File: src/rtl/mem_pkg.sv
// Shared types for the MEM-stage load/store unit: access sizes, FSM states
// and the access-size-to-byte-count helper.
package mem_pkg;

    typedef enum logic [1:0] {
        SZ_WORD  = 2'b00,
        SZ_HALF  = 2'b01,
        SZ_BYTE  = 2'b10,
        SZ_DWORD = 2'b11
    } mem_size_t;

    typedef enum logic [2:0] {
        ST_IDLE  = 3'd0,
        ST_REQ1  = 3'd1,
        ST_WAIT1 = 3'd2,
        ST_REQ2  = 3'd3,
        ST_WAIT2 = 3'd4,
        ST_RESP  = 3'd5
    } lsu_state_t;

    function automatic logic [3:0] size_bytes(input mem_size_t sz);
        case (sz)
            SZ_WORD:  return 4'd4;
            SZ_HALF:  return 4'd2;
            SZ_BYTE:  return 4'd1;
            default:  return 4'd8;
        endcase
    endfunction

endpackage

File: src/rtl/lsu_align.sv
// Combinational byte-lane steering for the load/store unit: byte enables and
// write-data shifts for both beats, plus read merge and sign/zero extension.
module lsu_align
    import mem_pkg::*;
#(
    parameter  int XLEN = 32,
    localparam int NB   = XLEN / 8,
    localparam int OFFW = $clog2(NB)
) (
    input  mem_size_t         i_size,
    input  logic              i_signed,
    input  logic [OFFW-1:0]   i_off,
    input  logic              i_cross,
    input  logic [XLEN-1:0]   i_wdata,
    input  logic [XLEN-1:0]   i_rd1,
    input  logic [XLEN-1:0]   i_rd2,
    output logic [NB-1:0]     o_be1,
    output logic [NB-1:0]     o_be2,
    output logic [XLEN-1:0]   o_wdata1,
    output logic [XLEN-1:0]   o_wdata2,
    output logic [XLEN-1:0]   o_rdata
);

    logic [2*NB-1:0]  w_mask;
    logic [2*NB-1:0]  w_be_full;
    logic [OFFW+3:0]  w_sh_lo;
    logic [OFFW+3:0]  w_sh_hi;
    logic [XLEN-1:0]  w_rd2_m;
    logic [XLEN-1:0]  w_merged;

    // Keep the low n bytes; fill the rest with the sign bit or zeros.
    function automatic logic [XLEN-1:0] extend(input logic [XLEN-1:0] v,
                                               input mem_size_t sz,
                                               input logic sgn);
        logic [XLEN-1:0] m;
        logic            sb;
        case (sz)
            SZ_BYTE: begin m = XLEN'(8'hFF);         sb = v[7];  end
            SZ_HALF: begin m = XLEN'(16'hFFFF);      sb = v[15]; end
            SZ_WORD: begin m = XLEN'(32'hFFFF_FFFF); sb = v[31]; end
            default: begin m = '1;                   sb = 1'b0;  end
        endcase
        return (v & m) | ({XLEN{sgn & sb}} & ~m);
    endfunction

    always_comb begin
        w_mask = '0;
        case (i_size)
            SZ_BYTE: w_mask = (2*NB)'(8'h01);
            SZ_HALF: w_mask = (2*NB)'(8'h03);
            SZ_WORD: w_mask = (2*NB)'(8'h0F);
            default: w_mask = (2*NB)'(8'hFF);
        endcase
    end

    // Lanes that spill past the bus word land in the upper half: beat 2's lanes.
    assign w_be_full = w_mask << i_off;
    assign o_be1     = w_be_full[NB-1:0];
    assign o_be2     = w_be_full[2*NB-1:NB];

    assign w_sh_lo   = {1'b0, i_off, 3'b000};
    assign w_sh_hi   = (OFFW+4)'(XLEN) - w_sh_lo;

    assign o_wdata1  = i_wdata << w_sh_lo;
    assign o_wdata2  = i_wdata >> w_sh_hi;

    assign w_rd2_m   = i_cross ? i_rd2 : {XLEN{1'b0}};
    assign w_merged  = (i_rd1 >> w_sh_lo) | (w_rd2_m << w_sh_hi);
    assign o_rdata   = extend(w_merged, i_size, i_signed);

endmodule

File: src/rtl/mem_access_unit.sv
// MEM-stage load/store unit: one outstanding valid/ready memory transaction,
// optional two-beat split of misaligned accesses under MISALIGNED_SPLIT_EN.
module mem_access_unit
    import mem_pkg::*;
#(
    parameter  int XLEN   = 32,
    parameter  int ADDR_W = 32,
    localparam int NB     = XLEN / 8
) (
    input  logic              clk,
    input  logic              reset_n,
    input  logic              req_valid,
    output logic              req_ready,
    input  logic              req_we,
    input  logic [1:0]        req_size,
    input  logic              req_signed,
    input  logic [ADDR_W-1:0] req_addr,
    input  logic [XLEN-1:0]   req_wdata,
    output logic              mem_valid,
    input  logic              mem_ready,
    output logic              mem_we,
    output logic [ADDR_W-1:0] mem_addr,
    output logic [NB-1:0]     mem_be,
    output logic [XLEN-1:0]   mem_wdata,
    input  logic              mem_rvalid,
    input  logic [XLEN-1:0]   mem_rdata,
    output logic              rsp_valid,
    output logic [XLEN-1:0]   rsp_rdata,
    output logic              rsp_misaligned,
    output logic              busy
);

    localparam int OFFW = $clog2(NB);

    lsu_state_t        r_state;
    lsu_state_t        w_next;
    logic              r_we;
    logic              r_err;
    logic              r_cross;
    mem_size_t         r_size;
    logic              r_signed;
    logic [ADDR_W-1:0] r_addr;
    logic [XLEN-1:0]   r_wdata;
    logic [XLEN-1:0]   r_rd1;
    logic [XLEN-1:0]   r_rd2;

    logic              w_accept;
    mem_size_t         w_in_size;
    logic [3:0]        w_in_n;
    logic [3:0]        w_in_off;
    logic              w_in_cross;
    logic              w_in_illegal;
    logic              w_in_err;
    logic              w_split;
    logic              w_beat2;
    logic [ADDR_W-1:0] w_addr1;
    logic [ADDR_W-1:0] w_addr2;
    logic [NB-1:0]     w_be1;
    logic [NB-1:0]     w_be2;
    logic [XLEN-1:0]   w_wdata1;
    logic [XLEN-1:0]   w_wdata2;
    logic [XLEN-1:0]   w_ld_data;

    assign w_accept     = req_valid && (r_state == ST_IDLE);
    assign w_in_size    = mem_size_t'(req_size);
    assign w_in_n       = size_bytes(w_in_size);
    assign w_in_off     = 4'(req_addr[OFFW-1:0]);
    assign w_in_cross   = (w_in_off + w_in_n) > 4'(NB);
    assign w_in_illegal = (XLEN == 32) && (w_in_size == SZ_DWORD);

`ifdef MISALIGNED_SPLIT_EN
    assign w_in_err     = w_in_illegal;
    assign w_split      = r_cross;
`else
    logic w_in_misal;
    assign w_in_misal   = (w_in_off & (w_in_n - 4'd1)) != 4'd0;
    assign w_in_err     = w_in_illegal || w_in_misal;
    assign w_split      = 1'b0;
`endif

    always_ff @(posedge clk or negedge reset_n) begin
        if (!reset_n) begin
            r_state <= ST_IDLE;
            r_we    <= 1'b0;
            r_err   <= 1'b0;
            r_cross <= 1'b0;
        end else begin
            r_state <= w_next;
            if (w_accept) begin
                r_we    <= req_we;
                r_err   <= w_in_err;
                r_cross <= w_in_cross;
            end
        end
    end

    // Request payload and returned read beats; output gating keeps these
    // invisible outside the states that use them.
    always_ff @(posedge clk) begin
        if (w_accept) begin
            r_size   <= w_in_size;
            r_signed <= req_signed;
            r_addr   <= req_addr;
            r_wdata  <= req_wdata;
        end
        if ((r_state == ST_WAIT1) && mem_rvalid) r_rd1 <= mem_rdata;
        if ((r_state == ST_WAIT2) && mem_rvalid) r_rd2 <= mem_rdata;
    end

    always_comb begin
        w_next = r_state;
        case (r_state)
            ST_IDLE:  if (req_valid)  w_next = w_in_err ? ST_RESP : ST_REQ1;
            ST_REQ1:  if (mem_ready) begin
                          if (!r_we)  w_next = ST_WAIT1;
                          else        w_next = w_split ? ST_REQ2 : ST_RESP;
                      end
            ST_WAIT1: if (mem_rvalid) w_next = w_split ? ST_REQ2 : ST_RESP;
            ST_REQ2:  if (mem_ready)  w_next = r_we ? ST_RESP : ST_WAIT2;
            ST_WAIT2: if (mem_rvalid) w_next = ST_RESP;
            ST_RESP:                  w_next = ST_IDLE;
            default:                  w_next = ST_IDLE;
        endcase
    end

    lsu_align #(
        .XLEN (XLEN)
    ) u_align (
        .i_size   (r_size),
        .i_signed (r_signed),
        .i_off    (r_addr[OFFW-1:0]),
        .i_cross  (w_split),
        .i_wdata  (r_wdata),
        .i_rd1    (r_rd1),
        .i_rd2    (r_rd2),
        .o_be1    (w_be1),
        .o_be2    (w_be2),
        .o_wdata1 (w_wdata1),
        .o_wdata2 (w_wdata2),
        .o_rdata  (w_ld_data)
    );

    assign w_beat2   = (r_state == ST_REQ2);
    assign w_addr1   = {r_addr[ADDR_W-1:OFFW], {OFFW{1'b0}}};
    assign w_addr2   = w_addr1 + ADDR_W'(NB);

    assign mem_valid = (r_state == ST_REQ1) || (r_state == ST_REQ2);
    assign mem_we    = mem_valid && r_we;
    assign mem_addr  = mem_valid ? (w_beat2 ? w_addr2  : w_addr1)  : '0;
    assign mem_be    = mem_valid ? (w_beat2 ? w_be2    : w_be1)    : '0;
    assign mem_wdata = mem_valid ? (w_beat2 ? w_wdata2 : w_wdata1) : '0;

    assign req_ready      = (r_state == ST_IDLE);
    assign busy           = (r_state != ST_IDLE);
    assign rsp_valid      = (r_state == ST_RESP);
    assign rsp_misaligned = rsp_valid && r_err;
    assign rsp_rdata      = (rsp_valid && !r_we && !r_err) ? w_ld_data : '0;

endmodule

File: config.mk
export PLATFORM = sky130hd
export DESIGN_NAME = mem_access_unit
export DESIGN_NICKNAME = d
export VERILOG_FILES = /design/src/rtl/mem_pkg.sv /design/src/rtl/lsu_align.sv /design/src/rtl/mem_access_unit.sv
export SDC_FILE = /design/constraint.sdc
export NUM_CORES = 1
export LEC_CHECK = 0
export ABC_AREA = 1
export CELL_PAD_IN_SITES_DETAIL_PLACEMENT = 0
export CELL_PAD_IN_SITES_GLOBAL_PLACEMENT = 1
export CORE_ASPECT_RATIO = 1.75
export CORE_MARGIN = 1.5
export CORE_UTILIZATION = 36
export CTS_CLUSTER_DIAMETER = 100
export DETAILED_ROUTE_END_ITERATION = 10
export PLACE_DENSITY_LB_ADDON = 0.1
export SETUP_SLACK_MARGIN = 0.05
export SYNTH_ARGS = -nofsm -noshare
export SYNTH_HDL_FRONTEND = slang
export SYNTH_SLANG_ARGS = --single-unit
export TNS_END_PERCENT = 20
File: constraint.sdc
create_clock -name clk -period 7.65 [get_ports clk]
set_clock_uncertainty 0.2 [all_clocks]
set_input_delay 2.295 -clock clk [delete_from_list [all_inputs] [get_ports clk]]
set_output_delay 2.295 -clock clk [all_outputs]
set_load 0.01 [all_outputs]
Word-level counts from Yosys, hierarchy flattened

Cells that the tools add are included.

Input port bits: 105
Register bits after elaboration: 104
Output and inout port bits: 106
Word-level logic and storage cells: 73

$add $sub $neg: 3
Reduce and logical (&&, ||, !) cells: 17
Eq/ne operators: 14
Shift-type cells: 5
Bitwise operators: 7
Multiplexer cells: 19

Operators with widths:

| kind                    | number |
|---|---|
| $mux W32                | 5 |
| $and A32 B32 Y32        | 2 |
| $or A32 B32 Y32         | 2 |
| $pmux W32 S2            | 1 |
| $add A32 B3 Y32 const B | 1 |
| $not A32 Y32            | 1 |
| $shl A1 B6 Y32 const A  | 1 |
| $shl A32 B5 Y32         | 1 |
| $shr A32 B5 Y32         | 1 |
| $shr A32 B6 Y32         | 1 |
| $pmux W8 S3             | 1 |
| $mux W3                 | 6 |
| $pmux W3 S4             | 1 |
| $pmux W4 S3             | 1 |
| $mux W4                 | 2 |
| $shl A8 B2 Y8           | 1 |
| $eq A2 B2 Y1 const B    | 3 |
| $eq A3 B2 Y1 const B    | 2 |
| $eq A3 B3 Y1 const B    | 2 |
| $logic_and A1 B1 Y1     | 6 |
| $ne A2 B2 Y1 const B    | 3 |
| $sub A6 B5 Y6 const A   | 1 |
| $and A2 B4 Y4           | 1 |
| $eq A2 B1 Y1 const B    | 2 |
| other kinds (14)        | 17 |

Longest topological paths before layout

Gate-level depths: netlist of run 1.

Depth after elaboration: 9
Mapped depth: 15
Mapped depth without buffers: 9

Cells and area by module

From an unflattened synthesis of run 1, not the netlist that was laid out.

Cell total of the unflattened synthesis: 1169
Area total of the unflattened synthesis: 8709.6 sq um

By module, submodules not included:

| module          | area an instance (sq um) | times used | cells each |
|---|---|---|---|
| mem_access_unit | 6175.9                   | 1          | 616 |
| lsu_align       | 2533.7                   | 1          | 553 |

Least setup slack after synthesis of run 1

OpenSTA, ideal clock, no wires.

Path type: input to register
Start: input port mem_rvalid
End: register r_rd1[0], enable pin
Data arrival time: 5.379 ns
Path buffers: 0
Stages on the path: 2
Setup slack: 1.570 ns
Data required time: 6.948 ns
Library setup time: 0.502 ns
Cell sequence: inv_1 > nor4_1

Cells in the longest elaborated chain, start to end: 1

RTL lines:

| what                 | line                   | source |
|---|---|---|
| from (decl)          | mem_access_unit.sv:25  | `input logic mem_rvalid,` |
| $logic_and A1 B1 Y1  | mem_access_unit.sv:106 | `if ((r_state == ST_WAIT1) && mem_rvalid) r_rd1 <= mem_rdata;` |
| to (signal assigned) | mem_access_unit.sv:106 |  |
| to (decl)            | mem_access_unit.sv:44  | `logic [XLEN-1:0] r_rd1;` |

No other way between the ends.
A chain may end at the register's enable or synchronous reset.

Worst setup path after layout of run 1

Start: register r_addr[0]
End: output port mem_wdata[4]

Cells in the longest elaborated chain, start to end: 4

RTL lines:

| what                     | line                   | source |
|---|---|---|
| from (decl)              | mem_access_unit.sv:42  | `logic [ADDR_W-1:0] r_addr;` |
| from (signal assigned)   | mem_access_unit.sv:103 | `r_addr <= req_addr;` |
| $sub A6 B5 Y6            | lsu_align.sv:62        | `assign w_sh_hi = (OFFW+4)'(XLEN) - w_sh_lo;` |
| $shr A32 B6 Y32          | lsu_align.sv:65        | `assign o_wdata2 = i_wdata >> w_sh_hi;` |
| $mux W32 * (2 in series) | mem_access_unit.sv:151 | `assign mem_wdata = mem_valid ? (w_beat2 ? w_wdata2 : w_wdata1) : '0;` |
| to (decl)                | mem_access_unit.sv:24  | `output logic [XLEN-1:0] mem_wdata,` |

Every way passes the cells marked *; elsewhere a longest branch is shown, timed or not.

==> flow_metrics.tcl, run 1 <==
set metrics [dict create \
    p_leak_nw 3.653 \
    synth_top_family_by_area "simple AND/OR/NAND/NOR gates" \
    synth_top_area_cell "edfxtp_1" \
    grt_pass1_vias 6716 \
    crit_family "simple AND/OR/NAND/NOR gates" \
    routed_wl_mm 21.84 \
    synthSimpleGateAreaFrac 0.2768 \
    drc 0 \
    vias_per_cell 5.125 \
    hpwl_mm 16.59 \
    synth_compound_area_frac 0.1589 \
    pwr-share-seq 0.332 \
    drtIter0Drc 451 \
    arrival_ps 3440 \
    p_sw_frac 0.3928 \
    syn2layout_area_growth_pct 37.46 \
    tightest_slew_ps 895.1 \
    multiInputGateArea_sq_um 3060 \
    pwr-share-clk 0.202 \
    status "finished, final reports clean" \
    grt_max_degree 91 \
    synth-xor-area-share 0 \
    grt_util_all_layers 0.2266 \
    synth_area_sq_um 6718 \
    die_w_microns 106.3 \
    synth_async_sr_flop_share 0.04808 \
    post-route-period-util 0.7764 \
    cts_max_level 3 \
    total_power_w 0.002468 \
    postCtsSetupBuffers 0 \
    dieHeight_microns 183.7 \
    crit_type "flop to output port" \
    initial_core_util 0.3704 \
    internal-power_w 0.001498 \
    cts_buffer_depth 2 \
    cts_resized 0 \
    crit_slowest_cell "clkdlybuf4s50_1" \
    fp.dieArea_sq_um 19520 \
    cts-root-buf "clkbuf_16" \
    synth_cells 880 \
    io_buffers 208 \
    core_sq_um 18140 \
    yosysMostFrequentCell "nand2_1" \
    final.setup.tns_ps 0 \
    grt_remaining_overflow 0 \
    ys_warn_count 0 \
    placed_cells_incl_taps 1281 \
    cpMostUsedCell "nand2_1" \
    antenna_found_initial 0 \
    synthMuxAreaShare 0 \
    regArea_sq_um 3098 \
    drive_gt1_frac 0.04327 \
    vdd_drop_max_uv 117.2 \
    relSlewSlack 0.4032 \
    cp-start-kind "flop" \
    routedWlPerCell_microns 16.84 \
    routabilityCongestion 0.8683 \
    layout_min_cycle_time_ps 5939 \
    dr.pass1.iters 5 \
    cts_buffers 9 \
    ys_types 40 \
    worstHoldPathType "flop to flop" \
    cap_violations 0 \
    p_sw_w 0.0009692 \
    avgSynthCellArea_sq_um 7.634 \
    cts.sinks 104 \
    crit_path_end_kind "output port" \
    num_antenna_cells 0 \
    setup_violations 0 \
    clk_latency_ps 350 \
    hold_viol 0 \
    power_density_nw_per_um2 267.2 \
    cp_max_fo 16 \
    yosysTopAreaCellShare 0.4425 \
    ant_nets 0 \
    synth.top_cells.by_area "edfxtp_1 (44%), nand2_1 (14%), o21ai_0 (7.1%), a21oi_1 (4.9%), nand3_1 (4.6%)" \
    io_pins 211 \
    synth-edff-count 99 \
    worst-path-buf-inv 3 \
    maxSlewViolCount 0 \
    synthTopCellsByCount "nand2_1 (256), edfxtp_1 (99), o21ai_0 (95)" \
    nFillCells 1825 \
    synth_top_flop_cell "edfxtp_1" \
    cts_tree "built" \
    ys_ff_latch 104 \
    max_stage_delay_ps 590 \
    instances_no_fill 1297 \
    fin_nets 1172 \
    clk_pin_slew_ps 70 \
    yosysSeqAreaShare 0.4612 \
    synthAdderAreaFrac 0.01676 \
    required_ps 5160 \
    ctsHoldBuffers 0 \
    fmax_mhz 168.4 \
    vias 6647 \
    crit_chain "inv_2, ha_1, nor2_1, inv_1, nor2_4, nand2_1, nand2_1, nand3_1, nand2_1, clkdlybuf4s50_1" \
    grt_pass1_wl_mm 33.73 \
    fp-row-count 65 \
    rsz0062_at_grt "no" \
    pwr-share-comb 0.465 \
]
layout make-up:
cell class / instances / share of cell area
Clock buffer: 10 / 0.02588
Tap cell: 234 / 0.03171
Clock inverter: 6 / 0.008943
Sequential cell: 104 / 0.3355
Multi-Input combinational cell: 642 / 0.3314
Inverter: 85 / 0.03455
Timing Repair Buffer: 216 / 0.2320
through the flow:
| step | instance area, sq um | setup WS [ps] | utilization | hold WS, ps |
|---|---|---|---|---|
| finish | 9234 | 1711 | 0.5091 | 400.9 |
| global route | 9234 | 1421 | 0.5091 | 464.6 |
| CTS | 9234 | 1690 | 0.5091 | 403.4 |
| detailed placement | 8912 | 2081 | 0.4914 | 393.2 |
| global placement | 8912 | 2176 | 0.4914 | 376.0 |
| floorplan | 6721 | 1570 | - | 344.5 |
worst paths after layout:
path,start,end,slack (ps),depth (start not counted)
max in group asynchronous,reset_n,r_state[0],5090,1
max reg2reg,r_state[1],r_wdata[29],4760,4
min in group asynchronous,reset_n,r_state[1],1960,1
min,r_err,r_err,400,2
min reg2reg,r_err,r_err,400,2
max,r_addr[0],mem_wdata[4],1710,10
state kept, by name, indices dropped and copies added (netlist names):
name      cells
r_signed      1
r_we          1
r_state       3
r_wdata      32
r_size        2
r_addr       32
r_err         1
r_rd1        32
tightest hold or removal path, delay by kind of cell (launching register included):
family / cells / cell delay (ps)
buffers and inverters: 1 / 70
DFF: 1 / 390
AOI/OAI and AO/OA: 1 / 90
cell families after synthesis:
family	Yosys count
buffers and inverters	135
DFF	104
adders and majority gates	9
AOI/OAI and AO/OA	198
other	1
and+or+nand+nor	433
power groups by stage:
stage / sequential (W) / combinational (W) / clock (W)
after floorplan: 0.000805 / 0.000668 / 0
after global placement: 0.000832 / 0.00115 / 0
after detailed placement: 0.000832 / 0.00115 / 0
after CTS: 0.000819 / 0.00116 / 0.000513
after global routing: 0.000831 / 0.00127 / 0.000535
final: 0.000820 / 0.00115 / 0.000499
routing by layer:
layer / track usage / up-vias / part of all wire
met3: 0.02907 / 52 / 0.043
met2: 0.4475 / 239 / 0.56
met1: 0.2238 / 3035 / 0.36
met4: 0.1184 / 0 / 0.040
li1: - / 3321 / -
met5: 0 / - / 0
layout by cell type, fill, tap and decap left out, types with 2 or more instances in the layout:
cell / instances
a211oi_1: 4
bufinv_16: 2
o21ai_1: 3
nor3_1: 7
nand3_1: 62
inv_2: 4
nor3_2: 2
nand2_4: 2
a31oi_1: 10
ha_1: 9
and3_1: 3
nand2_1: 256
dfrtp_1: 5
nor4_1: 2
clkbuf_16: 9
a21oi_1: 66
nor2_4: 5
buf_4: 8
edfxtp_1: 99
nor2_1: 75
o22ai_1: 2
nor2_2: 2
clkinv_2: 3
nand3_2: 2
inv_1: 79
o21ai_0: 95
clkdlybuf4s50_1: 208
conb_1: 2
o211ai_1: 13
clkinv_1: 2
nand4_1: 9
nand3_4: 2
Note: power is estimated with default switching activity, not from simulation.
==> run 2, diff against run 1 <==
--- a/config.mk
+++ b/config.mk
@@ -10,7 +10,7 @@
 export CELL_PAD_IN_SITES_GLOBAL_PLACEMENT = 1
 export CORE_ASPECT_RATIO = 1.75
 export CORE_MARGIN = 1.5
-export CORE_UTILIZATION = 36
+export CORE_UTILIZATION = 34
 export CTS_CLUSTER_DIAMETER = 100
 export DETAILED_ROUTE_END_ITERATION = 10
 export PLACE_DENSITY_LB_ADDON = 0.1
==> constraint.sdc (replaced) <==
create_clock -name clk -period 6.2 [get_ports clk]
set_clock_uncertainty 0.2 [all_clocks]
set_input_delay 1.86 -clock clk [delete_from_list [all_inputs] [get_ports clk]]
set_output_delay 1.86 -clock clk [all_outputs]
set_load 0.01 [all_outputs]
==> run 2 against run 1 <==
Effect of this change: final area grew 0.35%; non-clock buffer count is 3 higher; via count shrank 0.18%; critical path depth fell by 1; first-iteration DRC count decreased by 22%; clock power up 26%; sequential power grew 23%; combinational power rose by 24%; power rose by 25%; worst hold slack better by 3.8 ps; count of clock-buffer cells in the layout rose by 1; largest cell class unchanged.
==> flow_metrics.tcl, run 2 (synthesized netlist as in run 1, its figures left out) <==
set metrics [dict create \
    status "finished, final reports clean" \
    ctsHoldBuffers 0 \
    syn2layout_area_growth_pct 37.94 \
    clk_pin_slew_ps 70 \
    ant_nets 0 \
    cp-start-kind "flop" \
    layout_common_cells "nand2_1 (256), clkdlybuf4s50_1 (208), edfxtp_1 (99)" \
    dr.pass1.iters 5 \
    vias_per_cell 5.077 \
    p_leak_nw 3.661 \
    dieHeight_microns 188.9 \
    final.setup.tns_ps 0 \
    worstHoldPathType "flop to flop" \
    design_area_sq_um 9266 \
    grt_util_all_layers 0.2262 \
    hpwl_mm 17.35 \
    grt_most_used_layer "met2" \
    grt_remaining_overflow 0 \
    vdd_drop_max_uv 196.9 \
    maxSlewViolCount 0 \
    crit_type "flop to output port" \
    routed_wl_mm 22.81 \
    die_w_microns 109.3 \
    met1_usage 0.2114 \
    min_to "r_err" \
    initial_core_util 0.3484 \
    grt_pass1_wl_mm 34.90 \
    rr_startpoint "r_state[1]" \
    grt_max_degree 96 \
    postCtsSetupBuffers 0 \
    grt_pass1_vias 6776 \
    worstHoldPathCells 2 \
    cp_max_fo 24 \
    reg2regPathDepth 4 \
    final_common_cell "nand2_1" \
    arrival_ps 3350 \
    crit_path_end_kind "output port" \
    drtIter0Drc 354 \
    cts-root-buf "clkbuf_16" \
    routedWlPerCell_microns 17.45 \
    r2r_setup_slack_ps 3380 \
    fmax_mhz 184.7 \
    post-route-period-util 0.8733 \
    setup_violations 0 \
    grtUsageMet3 0.03752 \
    tightest_slew_ps 1049 \
    core_sq_um 19280 \
    use_met2 0.4399 \
    top_regs "r_addr: 32 flops, r_rd1: 32 flops, r_wdata: 32 flops" \
    cts_buffer_depth 2 \
    fin_nets 1175 \
    clk_latency_ps 360 \
    drc 0 \
    io_pins 211 \
    postPlaceCellArea_sq_um 8944 \
    hold_path.startpoint "r_err" \
    fp.dieArea_sq_um 20640 \
    drive_gt1_frac 0.04503 \
    hold_viol 0 \
    fin_util 0.4806 \
    rsz0062_at_grt "no" \
    power_density_nw_per_um2 331.8 \
    layout_min_cycle_time_ps 5414 \
    timing.rr.end "r_addr[29]" \
    total_power_w 0.003074 \
    num_antenna_cells 0 \
    cts_max_level 3 \
    fp-row-count 67 \
    routabilityCongestion 0.8655 \
    antenna_found_initial 0 \
    cts_tree "built" \
    cap_violations 0 \
    relSlewSlack 0.2991 \
    cts.sinks 104 \
    io_buffers 208 \
    cts_resized 0 \
    vias 6635 \
    hold_ws_ps 404.8 \
    required_ps 4140 \
    cts_buffers 9 \
]
## run 2: final cells by class
cell class | count | area (sq um)
repair buffers | 219 | 2165
well taps | 241 | 301.5
clock buffers | 11 | 242.7
multi-input cells | 642 | 3060
fillers | 2006 | 10010
clock inverters | 5 | 80.08
flip-flops and latches | 104 | 3098
inverters | 85 | 319.1
## run 2: where the power goes
| group | switching (W) | total [W] | internal (W) |
|---|---|---|---|
| registers | 0.000103 | 0.00101 | 0.000911 |
| clock network | 0.000263 | 0.000627 | 0.000364 |
| logic | 0.000853 | 0.00143 | 0.000581 |
## run 2: critical path, cell delays in order (launching register included)
cell and delay, ps:
dfrtp_1 570, nand2_4 180, inv_2 410, nand2_4 190
inv_2 270, nand2_1 130, nand2_1 410, nand3_1 130
nand2_1 130, clkdlybuf4s50_1 550
## run 2: layer usage
metal	routed length, microns	vias up	share of wire
met1	7874	3056	0.35
met3	936	50	0.041
met4	1145	0	0.050
met2	12860	201	0.56
li1	-	3328	-
met5	0	-	0
## run 2: how the worst max path moves through the flow
stage	from	end	slack, ps	cells past startpoint
2_1_floorplan	mem_rvalid	r_rd1[0]	550	2
3_3_place_gp	r_state[0]	mem_wdata[3]	1200	9
3_5_place_dp	r_state[0]	mem_wdata[3]	1150	9
4_1_cts	r_state[0]	mem_wdata[3]	740	9
5_1_grt	r_addr[0]	rsp_rdata[18]	470	9
6_report	r_state[0]	mem_wdata[3]	790	9
## run 2: metrics by stage
stage                     setup slack (ps)  cells
after floorplan                      554.8    881
after global placement                1202   1291
after detailed placement              1153   1291
after CTS                            740.8   1307
after global routing                 471.8   1307
final                                785.8   1307
